### src/rtl/rb_dump_unit_pkg.sv
// Shared debug-unit definitions: FSM encodings and word/byte geometry helpers.
// Reused by the PC and memory dump units.
package rb_dump_unit_pkg;

  localparam int ST_W = 3;

  localparam logic [ST_W-1:0] ST_IDLE    = 3'd0;
  localparam logic [ST_W-1:0] ST_READ    = 3'd1;
  localparam logic [ST_W-1:0] ST_CAPTURE = 3'd2;
  localparam logic [ST_W-1:0] ST_SEND    = 3'd3;
  localparam logic [ST_W-1:0] ST_WAIT_TX = 3'd4;
  localparam logic [ST_W-1:0] ST_NEXT    = 3'd5;
  localparam logic [ST_W-1:0] ST_DONE    = 3'd6;

  function automatic int bytes_per_word(input int nb_data, input int nb_byte);
    return nb_data / nb_byte;
  endfunction

  // Counter width for 0..n-1, never narrower than one bit.
  function automatic int cnt_width(input int n);
    return (n > 1) ? $clog2(n) : 1;
  endfunction

endpackage

### src/rtl/rb_dump_unit_if.sv
// Bundle between the dump unit, the register-bank debug port and the UART TX.
// Signal names are seen from the dump unit; slave = dump unit, master = its environment.
interface rb_dump_unit_if #(
  parameter int NB_DATA = 32,
  parameter int NB_ADDR = 5,
  parameter int NB_BYTE = 8
);

  logic               i_start;
  logic [NB_DATA-1:0] i_reg_data;
  logic               i_tx_done;
  logic               o_read_enable;
  logic [NB_ADDR-1:0] o_read_address;
  logic               o_tx_start;
  logic [NB_BYTE-1:0] o_tx_data;
  logic               o_busy;
  logic               o_done;

  modport slave (
    input  i_start, i_reg_data, i_tx_done,
    output o_read_enable, o_read_address, o_tx_start, o_tx_data, o_busy, o_done
  );

  modport master (
    output i_start, i_reg_data, i_tx_done,
    input  o_read_enable, o_read_address, o_tx_start, o_tx_data, o_busy, o_done
  );

endinterface

### src/rtl/rb_dump_unit_word_serializer.sv
// Holds the captured word and feeds it MSB byte first to the UART, one byte per
// SEND/WAIT_TX round trip. The top FSM owns the state; this block decodes it.
module rb_dump_unit_word_serializer
  import rb_dump_unit_pkg::*;
#(
  parameter int NB_DATA = 32,
  parameter int NB_BYTE = 8
) (
  input  logic               i_clock,
  input  logic               i_reset,
  input  logic [ST_W-1:0]    i_state,
  input  logic [NB_DATA-1:0] i_word,
  input  logic               i_tx_done,
  output logic               o_tx_start,
  output logic [NB_BYTE-1:0] o_tx_data,
  output logic               o_last_byte
);

  localparam int BPW   = bytes_per_word(NB_DATA, NB_BYTE);
  localparam int CNT_W = cnt_width(BPW);

  logic [NB_DATA-1:0] shift_reg;
  logic [CNT_W-1:0]   byte_cnt;
  logic               advance;

  assign o_last_byte = (byte_cnt == CNT_W'(BPW - 1));
  assign advance     = (i_state == ST_WAIT_TX) && i_tx_done && !o_last_byte;

  always_ff @(posedge i_clock or posedge i_reset) begin
    if (i_reset) begin
      shift_reg <= '0;
      byte_cnt  <= '0;
    end else if (i_state == ST_CAPTURE) begin
      shift_reg <= i_word;
      byte_cnt  <= '0;
    end else if (advance) begin
      shift_reg <= shift_reg << NB_BYTE;
      byte_cnt  <= byte_cnt + 1'b1;
    end
  end

  // The outgoing byte always sits in the top lane, so it is stable across WAIT_TX.
  assign o_tx_start = (i_state == ST_SEND);
  assign o_tx_data  = shift_reg[NB_DATA-1 -: NB_BYTE];

endmodule

### src/rtl/rb_dump_unit.sv
// Register-bank dump: walks the bank debug port 0..BANK_DEPTH-1 and streams each
// word to the UART transmitter through the word serializer.
module rb_dump_unit
  import rb_dump_unit_pkg::*;
#(
  parameter int NB_DATA    = 32,
  parameter int NB_ADDR    = 5,
  parameter int BANK_DEPTH = 32,
  parameter int NB_BYTE    = 8
) (
  input  logic          i_clock,
  input  logic          i_reset,
  rb_dump_unit_if.slave bus
);

  logic [ST_W-1:0]    state, state_nxt;
  logic [NB_ADDR-1:0] reg_idx;
  logic               last_reg;
  logic               last_byte;
  logic               rd_en;

  // Terminal compare happens before any increment, so reg_idx never wraps.
  assign last_reg = (reg_idx == NB_ADDR'(BANK_DEPTH - 1));

  always_comb begin
    state_nxt = state;
    case (state)
      ST_IDLE:    if (bus.i_start) state_nxt = ST_READ;
      ST_READ:    state_nxt = ST_CAPTURE;
      ST_CAPTURE: state_nxt = ST_SEND;
      ST_SEND:    state_nxt = ST_WAIT_TX;
      ST_WAIT_TX: if (bus.i_tx_done) state_nxt = last_byte ? ST_NEXT : ST_SEND;
      ST_NEXT:    state_nxt = last_reg ? ST_DONE : ST_READ;
      ST_DONE:    state_nxt = ST_IDLE;
      default:    state_nxt = ST_IDLE;
    endcase
  end

  always_ff @(posedge i_clock or posedge i_reset) begin
    if (i_reset) begin
      state   <= ST_IDLE;
      reg_idx <= '0;
    end else begin
      state <= state_nxt;
      if (state == ST_IDLE && bus.i_start)
        reg_idx <= '0;
      else if (state == ST_NEXT && !last_reg)
        reg_idx <= reg_idx + 1'b1;
    end
  end

  rb_dump_unit_word_serializer #(
    .NB_DATA (NB_DATA),
    .NB_BYTE (NB_BYTE)
  ) u_ser (
    .i_clock     (i_clock),
    .i_reset     (i_reset),
    .i_state     (state),
    .i_word      (bus.i_reg_data),
    .i_tx_done   (bus.i_tx_done),
    .o_tx_start  (bus.o_tx_start),
    .o_tx_data   (bus.o_tx_data),
    .o_last_byte (last_byte)
  );

  // Address held through CAPTURE so a registered bank returns data there.
  assign rd_en = (state == ST_READ) || (state == ST_CAPTURE);

  always_comb begin
    bus.o_read_enable  = rd_en;
    bus.o_read_address = rd_en ? reg_idx : '0;
    bus.o_busy         = (state != ST_IDLE);
    bus.o_done         = (state == ST_DONE);
  end

endmodule

### src/flat_wrapper.sv
// flat-port wrapper written by rule: the top's interface ports become plain ports
module rb_dump_unit_flat import rb_dump_unit_pkg::*;
#(
  parameter int NB_DATA    = 32,
  parameter int NB_ADDR    = 5,
  parameter int BANK_DEPTH = 32,
  parameter int NB_BYTE    = 8
)
  (i_clock, i_reset, bus_i_start, bus_i_reg_data, bus_i_tx_done, bus_o_read_enable, bus_o_read_address, bus_o_tx_start, bus_o_tx_data, bus_o_busy, bus_o_done);
  rb_dump_unit_if #(.NB_DATA(NB_DATA), .NB_ADDR(NB_ADDR), .NB_BYTE(NB_BYTE)) bus_i ();
  input  logic i_clock;
  input  logic i_reset;
  input wire logic [$bits(bus_i.i_start)-1:0] bus_i_start;
  input wire logic [$bits(bus_i.i_reg_data)-1:0] bus_i_reg_data;
  input wire logic [$bits(bus_i.i_tx_done)-1:0] bus_i_tx_done;
  output wire logic [$bits(bus_i.o_read_enable)-1:0] bus_o_read_enable;
  output wire logic [$bits(bus_i.o_read_address)-1:0] bus_o_read_address;
  output wire logic [$bits(bus_i.o_tx_start)-1:0] bus_o_tx_start;
  output wire logic [$bits(bus_i.o_tx_data)-1:0] bus_o_tx_data;
  output wire logic [$bits(bus_i.o_busy)-1:0] bus_o_busy;
  output wire logic [$bits(bus_i.o_done)-1:0] bus_o_done;
  assign bus_i.i_start = bus_i_start;
  assign bus_i.i_reg_data = bus_i_reg_data;
  assign bus_i.i_tx_done = bus_i_tx_done;
  assign bus_o_read_enable = bus_i.o_read_enable;
  assign bus_o_read_address = bus_i.o_read_address;
  assign bus_o_tx_start = bus_i.o_tx_start;
  assign bus_o_tx_data = bus_i.o_tx_data;
  assign bus_o_busy = bus_i.o_busy;
  assign bus_o_done = bus_i.o_done;
  rb_dump_unit #(.NB_DATA(NB_DATA), .NB_ADDR(NB_ADDR), .BANK_DEPTH(BANK_DEPTH), .NB_BYTE(NB_BYTE)) u_core (.i_clock(i_clock), .i_reset(i_reset), .bus(bus_i));
endmodule
### config.mk
export PLATFORM = sky130hd
export DESIGN_NAME = rb_dump_unit_flat
export DESIGN_NICKNAME = d
export VERILOG_FILES = /design/src/rtl/rb_dump_unit_pkg.sv /design/src/rtl/rb_dump_unit_if.sv /design/src/rtl/rb_dump_unit_word_serializer.sv /design/src/rtl/rb_dump_unit.sv /design/src/flat_wrapper.sv
export SDC_FILE = /design/constraint.sdc
export NUM_CORES = 1
export LEC_CHECK = 0
export BUFFER_PORTS_ARGS = -buffer_cell sky130_fd_sc_hd__clkbuf_2
export CORE_AREA = 4 4 74 62
export DETAILED_ROUTE_END_ITERATION = 12
export DIE_AREA = 0 0 78 66
export PLACE_DENSITY = 0.78
export SYNTH_ARGS = -nofsm -noshare
export SYNTH_HDL_FRONTEND = slang
export SYNTH_SLANG_ARGS = --single-unit
### constraint.sdc
create_clock -name i_clock -period 3.3 [get_ports i_clock]
set_input_delay 0.66 -clock i_clock [delete_from_list [all_inputs] [get_ports i_clock]]
set_output_delay 0.66 -clock i_clock [all_outputs]
set_load 0.01 [all_outputs]
==> summary.txt <==
Outcome
  • Status: finished clean

Synthesis
  • Async set-or-reset flop fraction in the synthesized netlist: 1.000
  • Number of synthesized flops with an enable pin: 0
  • YS warnings: 0
  • Yosys top cell area share: 0.5021
  • Seq cells post-synth: 42
  • Ranking of synthesized cells by area: dfrtp_1 50%, a221o_1 9.1%, and2_1 7.2%, nand2_1 4.3%, buf_4 3.9%
  • Syn avg cell area: between 10 and 15 um2
  • Top FF cell, synth: dfrtp_1
  • Mapped Cells: 192
  • Count leader, synth: dfrtp_1
  • Post-synth top cells: 42 x dfrtp_1, 24 x and2_1, 24 x nand2_1, 19 x a221o_1, 12 x o21ai_0
  • Top cell type by total area after synthesis: dfrtp_1
  • Synth Cell Area: ~2100 um2
  • Register area share after synthesis: 0.5021
  • Count of cell types in the netlist: 37
  • Mapped Nets: 231

Clock tree
  • Clock root cell: clkbuf_8
  • Setup bufs post-CTS: 0
  • TritonCTS Buffers: 5
  • Clock Sinks: 42
  • CTS tree: done
  • Htree depth: 2
  • CTS resizes: 0
  • Buffer levels on the longest clock path: 2
  • Clk_lat worst skew: 0.29 ns
  • CTS clk-pin slew, worst paths: about 0.070 ns
  • Cts hold-fix bufs: 0

Routing
  • DR iter-0 viols: about 120
  • DRC viols: 0
  • Vias/cell: 5.164
  • Total number of vias: between 1,500 and 2,000
  • Routed Antenna Nets: 0
  • Post-Route WL: roughly 4000 um
  • Per-cell routed wire length: 13.77 um
  • Number of detailed-route iterations in the first pass: 4

Layout
  • Nets: between 200 and 300
  • Share of cells above drive strength 1: 0.3151
  • Max reg flops: 32
  • Finished Cell Area: 2424 um2
  • Filler instances: between 300 and 400
  • Finished Layout Cells: around 290
  • P&R area growth vs syn: 15.78%
  • # diodes: 0

Worst setup path
  • CP Max Fanout: 15
  • Setup crit end kind: output pin
  • Crit path from: u_core.state[0]$_DFFE_PP0P_
  • Buf/Inv on CP: 1
  • Flop-to-flop setup slack: between 1 and 1.5 ns
  • Worst Reg-to-Reg Cells: 6
  • Critical-path cell list: xnor2_1 -> nor2_1 -> and2_1 -> clkbuf_2
  • Stages on worst setup path: 4
  • WP data arrival: 1.63 ns
  • Crit-path slowest cell: dfrtp_1
  • Worst r2r src: u_core.reg_idx[0]$_DFFE_PP0P_
  • Delay-heaviest family, CP: flip-flops
  • Critical path class: reg -> out
  • CP peak stage delay: roughly 0.63 ns
  • Worst R2R End: u_core.reg_idx[2]$_DFFE_PP0P_
  • WP data required: about 2.6 ns
  • Critical Path Source Type: register
  • Critical path destination: bus_o_read_address[4]

Place
  • Setup WS pre-CTS: ~1.3 ns
  • I/O Buffers: between 50 and 60
  • Post-Place Cell Area: around 2300 um2
  • GPL Wtd Cong: roughly 0.73
  • Detailed placement HPWL: ~3000 um
  • Dpl cells: approximately 290

Floorplan
  • Starting Density: 0.5540
  • Core area: ~3800 um2
  • Num rows: 20
  • # IOs: between 50 and 60
  • Chip height: 66 um
  • Full die area: 5148 um2
  • Die width: 78 um

STA
  • Final Skew: 0.003380 ns
  • Final Hold Viols: 0
  • Final setup margin: approximately 1.0 ns
  • Final setup vio count: 0
  • Fin crit share: 0.6931
  • Max Clock Freq: between 400 and 500 MHz
  • Hold slack: 0.4902 ns
  • Least-Margin Pin Slew: between 1 and 1.5 ns
  • Final TNS setup: 0 ns
  • Slew Viols, Final: 0
  • Minimum clock period: 2.287 ns
  • Max-slew headroom: 0.3099
  • Unrepaired setup endpoints after global routing: false

Global route
  • Remaining Overflow, GRT: 0
  • Number of global-route vias before repair: between 1,000 and 1,500
  • Largest net degree at the start of global routing: 34
  • Initial antenna violation count: 0
  • Total GRT Usage: 0.1698
  • First-pass GRT wire length: ~6800 um

Power
  • Maximum vdd ir drop: 0.3292 mV
  • Pwr/cell area: roughly 870 nW/um2
  • Leak: between 1 and 1.5 nW

Job
  • Max Cap Viol: 0

Hold path
  • Hold Crit Class: reg -> reg
[logic make-up after synthesis]
family | Yosys count | synth area share
DFF | 42 | 0.5021
buffers and inverters | 22 | 0.06455
and+or+nand+nor | 75 | 0.2110
adders and majority gates | 3 | 0.01793
xor gates and xnor gates | 2 | 0.008370
muxes | 1 | 0.004782
AOI/OAI and AO/OA | 47 | 0.1913
[report_power, final]
| group | leakage (nW) | internal, mW | switching [mW] | total (mW) |
|---|---|---|---|---|
| Sequential | 0.525 | 0.744 | 0.195 | 0.939 |
| Clock | 0.0482 | 0.169 | 0.164 | 0.333 |
| Combinational | 0.582 | 0.424 | 0.411 | 0.835 |
| Total | 1.16 | 1.34 | 0.770 | 2.11 |
[metrics by stage]
stage                     power [mW]  utilization
after floorplan                1.638            -
after global placement         1.766       0.6172
after detailed placement       1.789       0.6172
after CTS                      2.124       0.6414
after global routing           2.277       0.6414
final                          2.107       0.6414
[worst min path at each step]
stage                     cells past startpoint                              endpoint                                 start
final                                         1  u_core.u_ser.byte_cnt[0]$_DFFE_PP0P_  u_core.u_ser.byte_cnt[0]$_DFFE_PP0P_
after global routing                          1  u_core.u_ser.byte_cnt[0]$_DFFE_PP0P_  u_core.u_ser.byte_cnt[0]$_DFFE_PP0P_
after CTS                                     1  u_core.u_ser.byte_cnt[0]$_DFFE_PP0P_  u_core.u_ser.byte_cnt[0]$_DFFE_PP0P_
after detailed placement                      1  u_core.u_ser.byte_cnt[0]$_DFFE_PP0P_  u_core.u_ser.byte_cnt[0]$_DFFE_PP0P_
after global placement                        1  u_core.u_ser.byte_cnt[0]$_DFFE_PP0P_  u_core.u_ser.byte_cnt[0]$_DFFE_PP0P_
after floorplan                               1  u_core.u_ser.byte_cnt[0]$_DFFE_PP0P_  u_core.u_ser.byte_cnt[0]$_DFFE_PP0P_
[final cells by class]
cell class,count,area [um2],share of cell area
timing repair buffer,56,290.3,0.1198
tap,55,68.82,0.02839
clock buffer,7,86.33,0.03562
clock inverter,1,5.005,0.002065
multi-input combinational,128,907.1,0.3743
sequential,42,1051,0.4337
inverter,4,15.01,0.006195
[cells in the final DEF, fill, tap and decap left out, types with 2 or more instances in the layout]
cell type / Yosys / routed
nand3_1: 2 / 2
and2_1: 24 / 24
a21oi_1: 4 / 4
or3_1: 3 / 3
clkbuf_2: 0 / 52
clkbuf_8: 0 / 6
buf_4: 11 / 4
nand2_1: 24 / 24
ha_1: 3 / 3
inv_1: 4 / 4
xnor2_1: 2 / 2
nor2_1: 5 / 5
a221o_1: 19 / 19
o221a_2: 5 / 5
dfrtp_1: 42 / 42
nand2b_1: 6 / 6
o21ai_0: 12 / 12
[routing by layer]
metal  vias up  routed length [um]  GRT usage
met4         0                  68    0.06550
met1       697                2058     0.2566
met3         7                 212    0.04087
met5         -                   0          0
li1        772                   -          -
met2        37                1698     0.2329
No activity file was read; power rests on OpenSTA's default activity.
